<file path="src/rtl/pix_pkg.sv">
// -----------------------------------------------------------------------------
// pix_pkg
// Shared definitions for the frame buffer pixel source.
//   PIX_W   : width of one pixel value
//   COORD_W : width of the x/y pixel coordinates
//   state_e : raster scan phases (idle, active line, line blank, frame blank)
//   lastIdx : last index of a dimension, sized to the coordinate width
// -----------------------------------------------------------------------------
package pix_pkg;

    localparam int PIX_W   = 8;
    localparam int COORD_W = 10;

    typedef enum logic [1:0] {
        IDLE,
        ACTIVE,
        HBLANK,
        VBLANK
    } state_e;

    // Coordinates are compared against the last index rather than the count,
    // so a 1024-wide or 1024-tall frame still fits the 10-bit counters.
    function automatic logic [COORD_W-1:0] lastIdx(input int n);
        return COORD_W'(n - 1);
    endfunction

endpackage

</file>
<file path="src/rtl/pix_raster_ctr.sv">
// -----------------------------------------------------------------------------
// pix_raster_ctr
// Raster scan state machine for the frame buffer reader. Walks the frame in
// raster order, issues one memory read per active pixel and inserts
// horizontal and vertical blanking between lines and frames.
//
// Ports
//   clk_i      : pixel clock, rising edge
//   reset_i    : synchronous active-high reset
//   enable_i   : level request for continuous frame playback
//   rd_en_o    : memory read strobe (registered)
//   rd_addr_o  : memory read address (registered, linear counter)
//   x_o, y_o   : coordinates of the pixel being read this cycle
//   first_o    : the read this cycle is pixel (0,0)
//   last_o     : the read this cycle is pixel (WIDTH-1,HEIGHT-1)
// -----------------------------------------------------------------------------
module pix_raster_ctr
    import pix_pkg::*;
#(
    parameter int WIDTH   = 640,
    parameter int HEIGHT  = 480,
    parameter int H_BLANK = 160,
    parameter int V_BLANK = 45,
    parameter int ADDR_W  = 19
) (
    input  logic               clk_i,
    input  logic               reset_i,
    input  logic               enable_i,
    output logic               rd_en_o,
    output logic [ADDR_W-1:0]  rd_addr_o,
    output logic [COORD_W-1:0] x_o,
    output logic [COORD_W-1:0] y_o,
    output logic               first_o,
    output logic               last_o
);

    // One blank counter serves both HBLANK and VBLANK, so it is sized for
    // the longer of the two.
    localparam int BLK_MAX = (H_BLANK > V_BLANK) ? H_BLANK : V_BLANK;
    localparam int BLK_W   = (BLK_MAX < 2) ? 1 : $clog2(BLK_MAX);

    localparam logic [COORD_W-1:0] LAST_COL = lastIdx(WIDTH);
    localparam logic [COORD_W-1:0] LAST_ROW = lastIdx(HEIGHT);
    localparam logic [BLK_W-1:0]   HB_LAST  = BLK_W'(H_BLANK - 1);
    localparam logic [BLK_W-1:0]   VB_LAST  = BLK_W'(V_BLANK - 1);
    localparam logic               ONE_COL  = (WIDTH == 1);
    localparam logic               ONE_PIX  = (WIDTH == 1) && (HEIGHT == 1);

    state_e               state_q;
    logic [COORD_W-1:0]   col_q;
    logic [COORD_W-1:0]   row_q;
    logic [BLK_W-1:0]     blank_q;
    logic [ADDR_W-1:0]    addr_q;
    logic                 rd_en_q;
    logic                 first_q;
    logic                 last_q;

    logic [COORD_W-1:0]   col_d;
    logic [COORD_W-1:0]   row_d;
    logic [BLK_W-1:0]     blank_d;
    logic [ADDR_W-1:0]    addr_d;
    logic                 lastCol;
    logic                 lastRow;
    logic                 startFrame;

    // Incremented counter values and the end-of-line / end-of-frame flags
    // shared by the state machine below.
    always_comb begin
        col_d   = col_q + COORD_W'(1);
        row_d   = row_q + COORD_W'(1);
        blank_d = blank_q + BLK_W'(1);
        addr_d  = addr_q + ADDR_W'(1);
        lastCol = (col_q == LAST_COL);
        lastRow = (row_q == LAST_ROW);
        // A frame begins from IDLE, or straight out of the final VBLANK
        // cycle so back-to-back frames carry no extra gap.
        startFrame = enable_i &&
                     ((state_q == IDLE) ||
                      ((state_q == VBLANK) && (blank_q == VB_LAST)));
    end

    // Raster state machine. Every stage-0 output is a register updated here,
    // so the read strobe and address leave the block glitch-free. The
    // address counter only advances on a read and reloads to zero at the
    // start of every frame.
    always_ff @(posedge clk_i) begin
        if (reset_i) begin
            state_q <= IDLE;
            col_q   <= '0;
            row_q   <= '0;
            blank_q <= '0;
            addr_q  <= '0;
            rd_en_q <= 1'b0;
            first_q <= 1'b0;
            last_q  <= 1'b0;
        end else if (startFrame) begin
            state_q <= ACTIVE;
            col_q   <= '0;
            row_q   <= '0;
            blank_q <= '0;
            addr_q  <= '0;
            rd_en_q <= 1'b1;
            first_q <= 1'b1;
            last_q  <= ONE_PIX;
        end else begin
            case (state_q)
                IDLE: begin
                    rd_en_q <= 1'b0;
                end
                ACTIVE: begin
                    addr_q  <= addr_d;
                    first_q <= 1'b0;
                    if (lastCol) begin
                        state_q <= HBLANK;
                        rd_en_q <= 1'b0;
                        blank_q <= '0;
                        last_q  <= 1'b0;
                    end else begin
                        col_q  <= col_d;
                        last_q <= (col_d == LAST_COL) && lastRow;
                    end
                end
                HBLANK: begin
                    if (blank_q == HB_LAST) begin
                        blank_q <= '0;
                        if (lastRow) begin
                            state_q <= VBLANK;
                        end else begin
                            state_q <= ACTIVE;
                            row_q   <= row_d;
                            col_q   <= '0;
                            rd_en_q <= 1'b1;
                            // A one-column frame reaches its last pixel at the
                            // first read of the last line.
                            last_q  <= ONE_COL && (row_d == LAST_ROW);
                        end
                    end else begin
                        blank_q <= blank_d;
                    end
                end
                VBLANK: begin
                    // Enable is low here, otherwise startFrame would have
                    // taken the final cycle.
                    if (blank_q == VB_LAST) begin
                        state_q <= IDLE;
                        blank_q <= '0;
                    end else begin
                        blank_q <= blank_d;
                    end
                end
                default: begin
                    state_q <= IDLE;
                    rd_en_q <= 1'b0;
                end
            endcase
        end
    end

    assign rd_en_o   = rd_en_q;
    assign rd_addr_o = addr_q;
    assign x_o       = col_q;
    assign y_o       = row_q;
    assign first_o   = first_q;
    assign last_o    = last_q;

endmodule

</file>
<file path="src/rtl/frame_buf_reader.sv">
// -----------------------------------------------------------------------------
// frame_buf_reader
// Pixel source that replays an 8-bit frame buffer in raster order with
// camera-like blanking. Wraps the raster counter with a two-stage pipeline
// that lines the coordinates and frame flags up with the read data returned
// by a synchronous-read memory (one cycle of latency).
//
// Ports
//   pclk        : pixel clock, rising edge
//   reset       : synchronous active-high reset, aborts any frame in flight
//   enable      : level request for continuous frame playback
//   rd_en       : memory read strobe
//   rd_addr     : memory read address
//   rd_data     : memory read data, valid the cycle after rd_en
//   value       : pixel value
//   x, y        : pixel column / row
//   is_val      : value/x/y valid this cycle
//   frame_start : pulse with pixel (0,0)
//   frame_done  : pulse with pixel (WIDTH-1,HEIGHT-1)
// -----------------------------------------------------------------------------
module frame_buf_reader
    import pix_pkg::*;
#(
    parameter int WIDTH   = 640,
    parameter int HEIGHT  = 480,
    parameter int H_BLANK = 160,
    parameter int V_BLANK = 45,
    parameter int ADDR_W  = 19
) (
    input  logic               pclk,
    input  logic               reset,
    input  logic               enable,
    output logic               rd_en,
    output logic [ADDR_W-1:0]  rd_addr,
    input  logic [PIX_W-1:0]   rd_data,
    output logic [PIX_W-1:0]   value,
    output logic [COORD_W-1:0] x,
    output logic [COORD_W-1:0] y,
    output logic               is_val,
    output logic               frame_start,
    output logic               frame_done
);

    logic               rdEn0;
    logic [COORD_W-1:0] x0;
    logic [COORD_W-1:0] y0;
    logic               first0;
    logic               last0;

    logic               s1Val_q;
    logic [COORD_W-1:0] s1X_q;
    logic [COORD_W-1:0] s1Y_q;
    logic               s1First_q;
    logic               s1Last_q;

    logic [PIX_W-1:0]   value_q;
    logic [COORD_W-1:0] x_q;
    logic [COORD_W-1:0] y_q;
    logic               isVal_q;
    logic               frameStart_q;
    logic               frameDone_q;

    pix_raster_ctr #(
        .WIDTH   (WIDTH),
        .HEIGHT  (HEIGHT),
        .H_BLANK (H_BLANK),
        .V_BLANK (V_BLANK),
        .ADDR_W  (ADDR_W)
    ) u_raster (
        .clk_i     (pclk),
        .reset_i   (reset),
        .enable_i  (enable),
        .rd_en_o   (rdEn0),
        .rd_addr_o (rd_addr),
        .x_o       (x0),
        .y_o       (y0),
        .first_o   (first0),
        .last_o    (last0)
    );

    // Stage 1: holds the pixel tag while the memory returns its data.
    // Clearing it on reset drops any read that was in flight.
    always_ff @(posedge pclk) begin
        if (reset) begin
            s1Val_q   <= 1'b0;
            s1X_q     <= '0;
            s1Y_q     <= '0;
            s1First_q <= 1'b0;
            s1Last_q  <= 1'b0;
        end else begin
            s1Val_q   <= rdEn0;
            s1X_q     <= x0;
            s1Y_q     <= y0;
            s1First_q <= rdEn0 & first0;
            s1Last_q  <= rdEn0 & last0;
        end
    end

    // Stage 2: joins the tag with the read data. value/x/y only load on a
    // valid pixel so they hold the last pixel through blanking.
    always_ff @(posedge pclk) begin
        if (reset) begin
            value_q      <= '0;
            x_q          <= '0;
            y_q          <= '0;
            isVal_q      <= 1'b0;
            frameStart_q <= 1'b0;
            frameDone_q  <= 1'b0;
        end else begin
            isVal_q      <= s1Val_q;
            frameStart_q <= s1Val_q & s1First_q;
            frameDone_q  <= s1Val_q & s1Last_q;
            if (s1Val_q) begin
                value_q <= rd_data;
                x_q     <= s1X_q;
                y_q     <= s1Y_q;
            end
        end
    end

    assign rd_en       = rdEn0;
    assign value       = value_q;
    assign x           = x_q;
    assign y           = y_q;
    assign is_val      = isVal_q;
    assign frame_start = frameStart_q;
    assign frame_done  = frameDone_q;

endmodule
</file>
<file path="config.mk">
export PLATFORM = sky130hd
export DESIGN_NAME = frame_buf_reader
export DESIGN_NICKNAME = d
export VERILOG_FILES = /design/src/rtl/pix_pkg.sv /design/src/rtl/pix_raster_ctr.sv /design/src/rtl/frame_buf_reader.sv
export SDC_FILE = /design/constraint.sdc
export NUM_CORES = 1
export LEC_CHECK = 0
export BUFFER_PORTS_ARGS = -buffer_cell sky130_fd_sc_hd__buf_4
export CAP_MARGIN = 20
export CORE_ASPECT_RATIO = 0.9
export CORE_MARGIN = 2
export CORE_UTILIZATION = 57
export CTS_CLUSTER_DIAMETER = 100
export CTS_CLUSTER_SIZE = 12
export DETAILED_ROUTE_END_ITERATION = 12
export GPL_TIMING_DRIVEN = 1
export PLACE_DENSITY = 0.78
export REMOVE_ABC_BUFFERS = 1
export SETUP_SLACK_MARGIN = 0.1
export SLEW_MARGIN = 10
export SYNTH_ARGS = -nofsm -noshare
export SYNTH_HDL_FRONTEND = slang
export SYNTH_HIERARCHICAL = 1
export SYNTH_SLANG_ARGS = --single-unit
export TNS_END_PERCENT = 20
</file>
<file path="constraint.sdc">
create_clock -name pclk -period 2 [get_ports pclk]
set_input_delay 0.1 -clock pclk [delete_from_list [all_inputs] [get_ports pclk]]
set_output_delay 0.1 -clock pclk [all_outputs]
set_load 0.1 [all_outputs]
</file>
Word level (Yosys, flattened, before mapping)
Index checks and enable logic that the tools add are counted.

operators by class
  eq/ne operators = 17
  bitwise gates (word level) = 5
  reductions and logical operators = 18
  $add $sub $neg = 4
  multiplexer cells = 25

operator list
  kind                                                                    count
  10-bit two-way mux                                                      3
  8-bit two-way mux                                                       3
  8-bit case mux with 3 select lines                                      1
  10-bit by 1-bit adder with 10-bit output, second input constant         2
  10-bit equality test, second input constant                             2
  10-bit case mux with 2 select lines                                     1
  19-bit by 1-bit adder with 19-bit output, second input constant         1
  4-bit AND reduction                                                     4
  10-bit by 9-bit equality test with 1-bit output, second input constant  1
  1-bit two-way mux                                                       10
  8-bit by 1-bit adder with 8-bit output, second input constant           1
  8-bit by 6-bit equality test with 1-bit output, second input constant   1
  8-bit equality test, second input constant                              1
  2-bit two-way mux                                                       4
  4-bit nonzero test                                                      2
  2-bit != test, second input constant                                    3
  3-bit by 1-bit != test with 1-bit output, second input constant         2
  2-bit case mux with 3 select lines                                      1
  3-bit AND reduction                                                     2
  1-bit bitwise AND                                                       4
  2-bit equality test, second input constant                              2
  2-bit by 1-bit != test with 1-bit output, second input constant         2
  2-bit nonzero test                                                      2
  1-bit logical AND                                                       3
  11 further kinds                                                        11

word-level totals
  input port bits = 11
  register bits after elaboration = 106
  output and inout port bits = 51
  logic and storage cells = 89

Depth between registers and ports, before layout
  depth in word-level cells = 6
  mapped depth = 9
  gate-level depth less buffers = 7

Hierarchy
Netlist, hierarchy kept.

by module, submodules not included
  module            area an instance (um^2)  instances  seq. area each (um^2)  cells an instance
  pix_raster_ctr    2,845.2                  1          1,041.0                331
  frame_buf_reader  1,691.6                  1          1,081.0                144

Worst setup path before layout
OpenSTA, ideal clock, no wires.

  path type = reg2reg
  start = register u_raster.addr_q[3], in the netlist u_raster/rd_addr_o[3]
  end = register u_raster.addr_q[14], in the netlist u_raster/rd_addr_o[14]
  cell stages (with the launch flop) = 6
  data required time = 1.933 ns
  clock period less this slack = 2.408 ns
  library setup time = 0.067 ns
  slack = -0.408 ns
  arrival = 2.341 ns
  path buffers = 0
  cell sequence = dfxtp_1 > nand3_1 > nor4_1 > nand4_1 > xor2_1 > nor2_1

between the ends
  word-level cells in the longest chain between the ends = 1

RTL lines
  what                                      RTL line               RTL
  from (decl)                               pix_raster_ctr.sv:53   logic [ADDR_W-1:0] addr_q;
  from (signal assigned)                    pix_raster_ctr.sv:111  addr_q <= addr_d;
  19-bit by 1-bit adder with 19-bit output  pix_raster_ctr.sv:72   addr_d = addr_q + ADDR_W'(1);

No other way between the ends.
A chain may end at the register's enable or synchronous reset.

Worst setup path after layout
  start = register u_raster.row_q[1], in the netlist u_raster/y_o[1]
  end = register u_raster.row_q[4], in the netlist u_raster/y_o[4]

between the ends
  word-level cells in the longest chain between the ends = 3
  elaborated cells on any way between the ends = 4
  those cells by class = add/sub: 1; eq/ne: 1; bitwise: 1; reduce/logical: 1

RTL lines
  what                                                                              RTL line               RTL
  from (decl)                                                                       pix_raster_ctr.sv:51   logic [COORD_W-1:0] row_q;
  from (signal assigned)                                                            pix_raster_ctr.sv:130  row_q <= row_d;
  branches (longest 3 deep; another with 10-bit by 1-bit adder with 10-bit output)  -

Parallel ways; which one is timed is not known.

==> results.sh <==
export IMPL_hold_viol_final=0
export IMPL_p_int_mw=3.13
export IMPL_synth_edf_count=0
export IMPL_diodes=0
export IMPL_ant_nets=0
export IMPL_power_share_sequential_pct=48.4
export IMPL_power_frac_comb_pct=21.4
export IMPL_gp_congestion=0.892
export IMPL_syn_to_final_growth_pct=25.2
export IMPL_outcome="complete, no violations"
export IMPL_start_util_pct=59.5
export IMPL_drc=0
export IMPL_powerDensity_mw_per_mm2=798
export IMPL_fin_nets=586
export IMPL_utilization_pct=74.5
export IMPL_critical_path_class="reg2reg"
export IMPL_worstSetupStartpointType="register"
export IMPL_cts_root_buf="clkbuf_8"
export IMPL_die_area_mm2=0.00869
export IMPL_htree_levels=3
export IMPL_dp_cells=636
export IMPL_dr_first_iter_drc_count=249
export IMPL_gr_total_overflow=0
export IMPL_cts_buffers=9
export IMPL_vias=3706
export IMPL_wl_per_cell_um=14.4
export IMPL_wl_um=9580
export IMPL_synth_top_cell_by_area="dfxtp_1"
export IMPL_worst_pin_slew_ps=463
export IMPL_layout_setup_ws_ps=122
export IMPL_clockBufferDepth=2
export IMPL_grt_pass1_wl_um=15400
export IMPL_p_total_mw=4.53
export IMPL_setup_viol=0
export IMPL_yosys_warnings=6
export IMPL_finalNonFillerCells=666
export IMPL_clk_pin_slew_worst_paths_ps=100
export IMPL_synthTopCellsByCount="106 x dfxtp_1, 73 x nor2_1, 31 x nand2_1"
export IMPL_worst_ep_arrival_time_ps=2140
export IMPL_die_height_um=88.6
export IMPL_grt_max_degree=35
export IMPL_design_core_area_mm2=0.00762
export IMPL_ys_seq_area_share_pct=46.8
export IMPL_grt_pass1_vias=3420
export IMPL_period_minus_slack_ps=1880
export IMPL_period_share_pct=93.9
export IMPL_antenna_found_initial=0
export IMPL_r2r_setup_slack_ps=120
export IMPL_yosys_top_cells_area="dfxtp_1 47%, mux2i_1 6.6%, nor2_1 6.0%"
export IMPL_irDropWorstVdd_uv=665
export IMPL_skew_ps=13.0
export IMPL_min_path_type="in2reg"
export IMPL_via_per_inst=5.56
export IMPL_drv_slew=0
export IMPL_synth_cells=475
export IMPL_yosysMostFrequentCell="dfxtp_1"
export IMPL_ys_types=56
export IMPL_whs_ps=4.74
export IMPL_port_buffers=61
export IMPL_io_pins=62
export IMPL_cts_sinks=106
export IMPL_endpoint_kind="register"
export IMPL_cap_violations=0
export IMPL_pwr_share_clk_pct=30.2
export IMPL_place_ws_ps=3.22
export IMPL_drive_gt1_share_pct=26.5
export IMPL_path_max_fanout=7
export IMPL_grt_usage_pct=21.4
export IMPL_rsz0062_at_grt="true"
export IMPL_row_count=30
export IMPL_syn_avg_cell_area_um2=9.55
export IMPL_dpl_hpwl_um=6230
export IMPL_p_sw_share_pct=31.0
export IMPL_synth_top_area_share_pct=46.8
export IMPL_max_freq_mhz=532
export IMPL_ys_ff_latch=106
export IMPL_switchingPower_mw=1.40
export IMPL_syn_area_mm2=0.00454
export IMPL_synth_async_sr_flop_share_pct=0
export IMPL_cts_tree="built"
export IMPL_firstDrtPassIters=5
export IMPL_leakagePower_nw=2.12
export IMPL_die_w_um=98.0
export IMPL_fillerInstances=522
export IMPL_clk_latency_ps=360
export IMPL_worstPathRequired_ps=2260
export IMPL_relSlewSlack_pct=68.9
export IMPL_synth_ff_type="dfxtp_1"
## power by group through the flow
stage / clock [mW] / sequential (mW) / combinational (mW)
floorplan: 0 / 2.39 / 0.418
global placement: 0 / 2.23 / 0.832
detailed placement: 0 / 2.24 / 0.845
CTS: 1.40 / 2.19 / 0.893
global route: 1.49 / 2.20 / 1.04
finish: 1.37 / 2.19 / 0.971
## cells in the final DEF (no fill, tap or decap), types with 3 or more instances in the layout
| cell | netlist | routed |
|---|---|---|
| nor4_1 | 5 | 4 |
| and4_1 | 4 | 3 |
| and3_1 | 6 | 3 |
| nor2_1 | 73 | 71 |
| xor2_1 | 13 | 13 |
| and2_1 | 6 | 6 |
| dfxtp_1 | 106 | 101 |
| nand2b_1 | 3 | 3 |
| dlygate4sd3_1 | 0 | 7 |
| ha_1 | 10 | 7 |
| or4_1 | 5 | 3 |
| nor3_1 | 12 | 10 |
| a21oi_1 | 23 | 20 |
| nand2_1 | 31 | 31 |
| clkbuf_8 | 0 | 9 |
| mux2i_1 | 30 | 30 |
| dfxtp_2 | 0 | 3 |
| nand4_1 | 8 | 8 |
| xnor2_1 | 19 | 19 |
| nand3_1 | 15 | 15 |
| buf_4 | 3 | 91 |
| and3_2 | 0 | 3 |
| a2bb2oi_2 | 0 | 3 |
| a21oi_2 | 0 | 3 |
| inv_1 | 10 | 10 |
| o21ai_0 | 8 | 8 |
| nor2b_1 | 21 | 21 |
## flip-flops by register name, summed over array words and instances (netlist names), 10 cells and up
| name | cells |
|---|---|
| u_raster/rd_addr_o | 19 |
| s1Y_q | 10 |
| s1X_q | 10 |
| y | 10 |
| x | 10 |
| u_raster/y_o | 10 |
| u_raster/x_o | 10 |
## worst max-delay path, cell delays in order, from the launching register on
cell and delay [ps]:
dfxtp_2 360, ha_1 220, and4_1 230, and3_2 260, buf_4 170, nor4_1 320, xnor2_1 160, nor2_1 50
## worst paths after layout
path                         from              end  cells after the start
setup / recovery  u_raster/y_o[1]  u_raster/y_o[4]                      7
hold / removal         rd_data[1]         value[1]                      3
setup reg to reg  u_raster/y_o[1]  u_raster/y_o[4]                      7
hold reg to reg         s1First_q      frame_start                      1
## timing repair
item,4_1_cts,5_1_grt
endpoints found under the hold margin,7,0
buffers inserted,3,3
resized for setup,8,30
cloned,0,1
setup endpoints to repair,29,51
pin swaps,1,8
hold buffers,7,0
## area by class of cell
type                    count  area, µm²  share of cell area [%]
clock buffers              10        128                    2.25
repair buffers            101        805                    14.2
clock inverters             6       86.3                    1.52
multi-input cells         337       2370                    41.7
inverters                  10       37.5                   0.661
well taps                  96        120                    2.11
flip-flops and latches    106       2130                    37.6
## kinds of logic (layout without fill, tap and decap cells)
group / count (synthesis) / in the layout / share of synthesized area (%)
compound gates: 57 / 58 / 9.49
xor+xnor: 32 / 32 / 6.18
mux: 30 / 30 / 6.62
buf+inv: 33 / 127 / 4.30
flops: 106 / 106 / 46.8
fa+ha+maj: 10 / 10 / 2.76
simple gates: 207 / 207 / 23.9
## routing by layer
metal / global-route usage [%] / share of wire (%) / routed length (µm)
met1: 27.1 / 45 / 4360
met2: 36.6 / 47 / 4540
met3: 4.98 / 5.0 / 477
met4: 7.20 / 2.1 / 205
met5: 0 / 0 / 0
## metrics by stage
step	setup TNS (ps)	instance area, µm²
5_1_grt	0	5680
6_report	0	5680
3_5_place_dp	0	5180
4_1_cts	0	5510
2_1_floorplan	-16550	4380
3_3_place_gp	0	5180
Power figures use the tool's default switching activity.
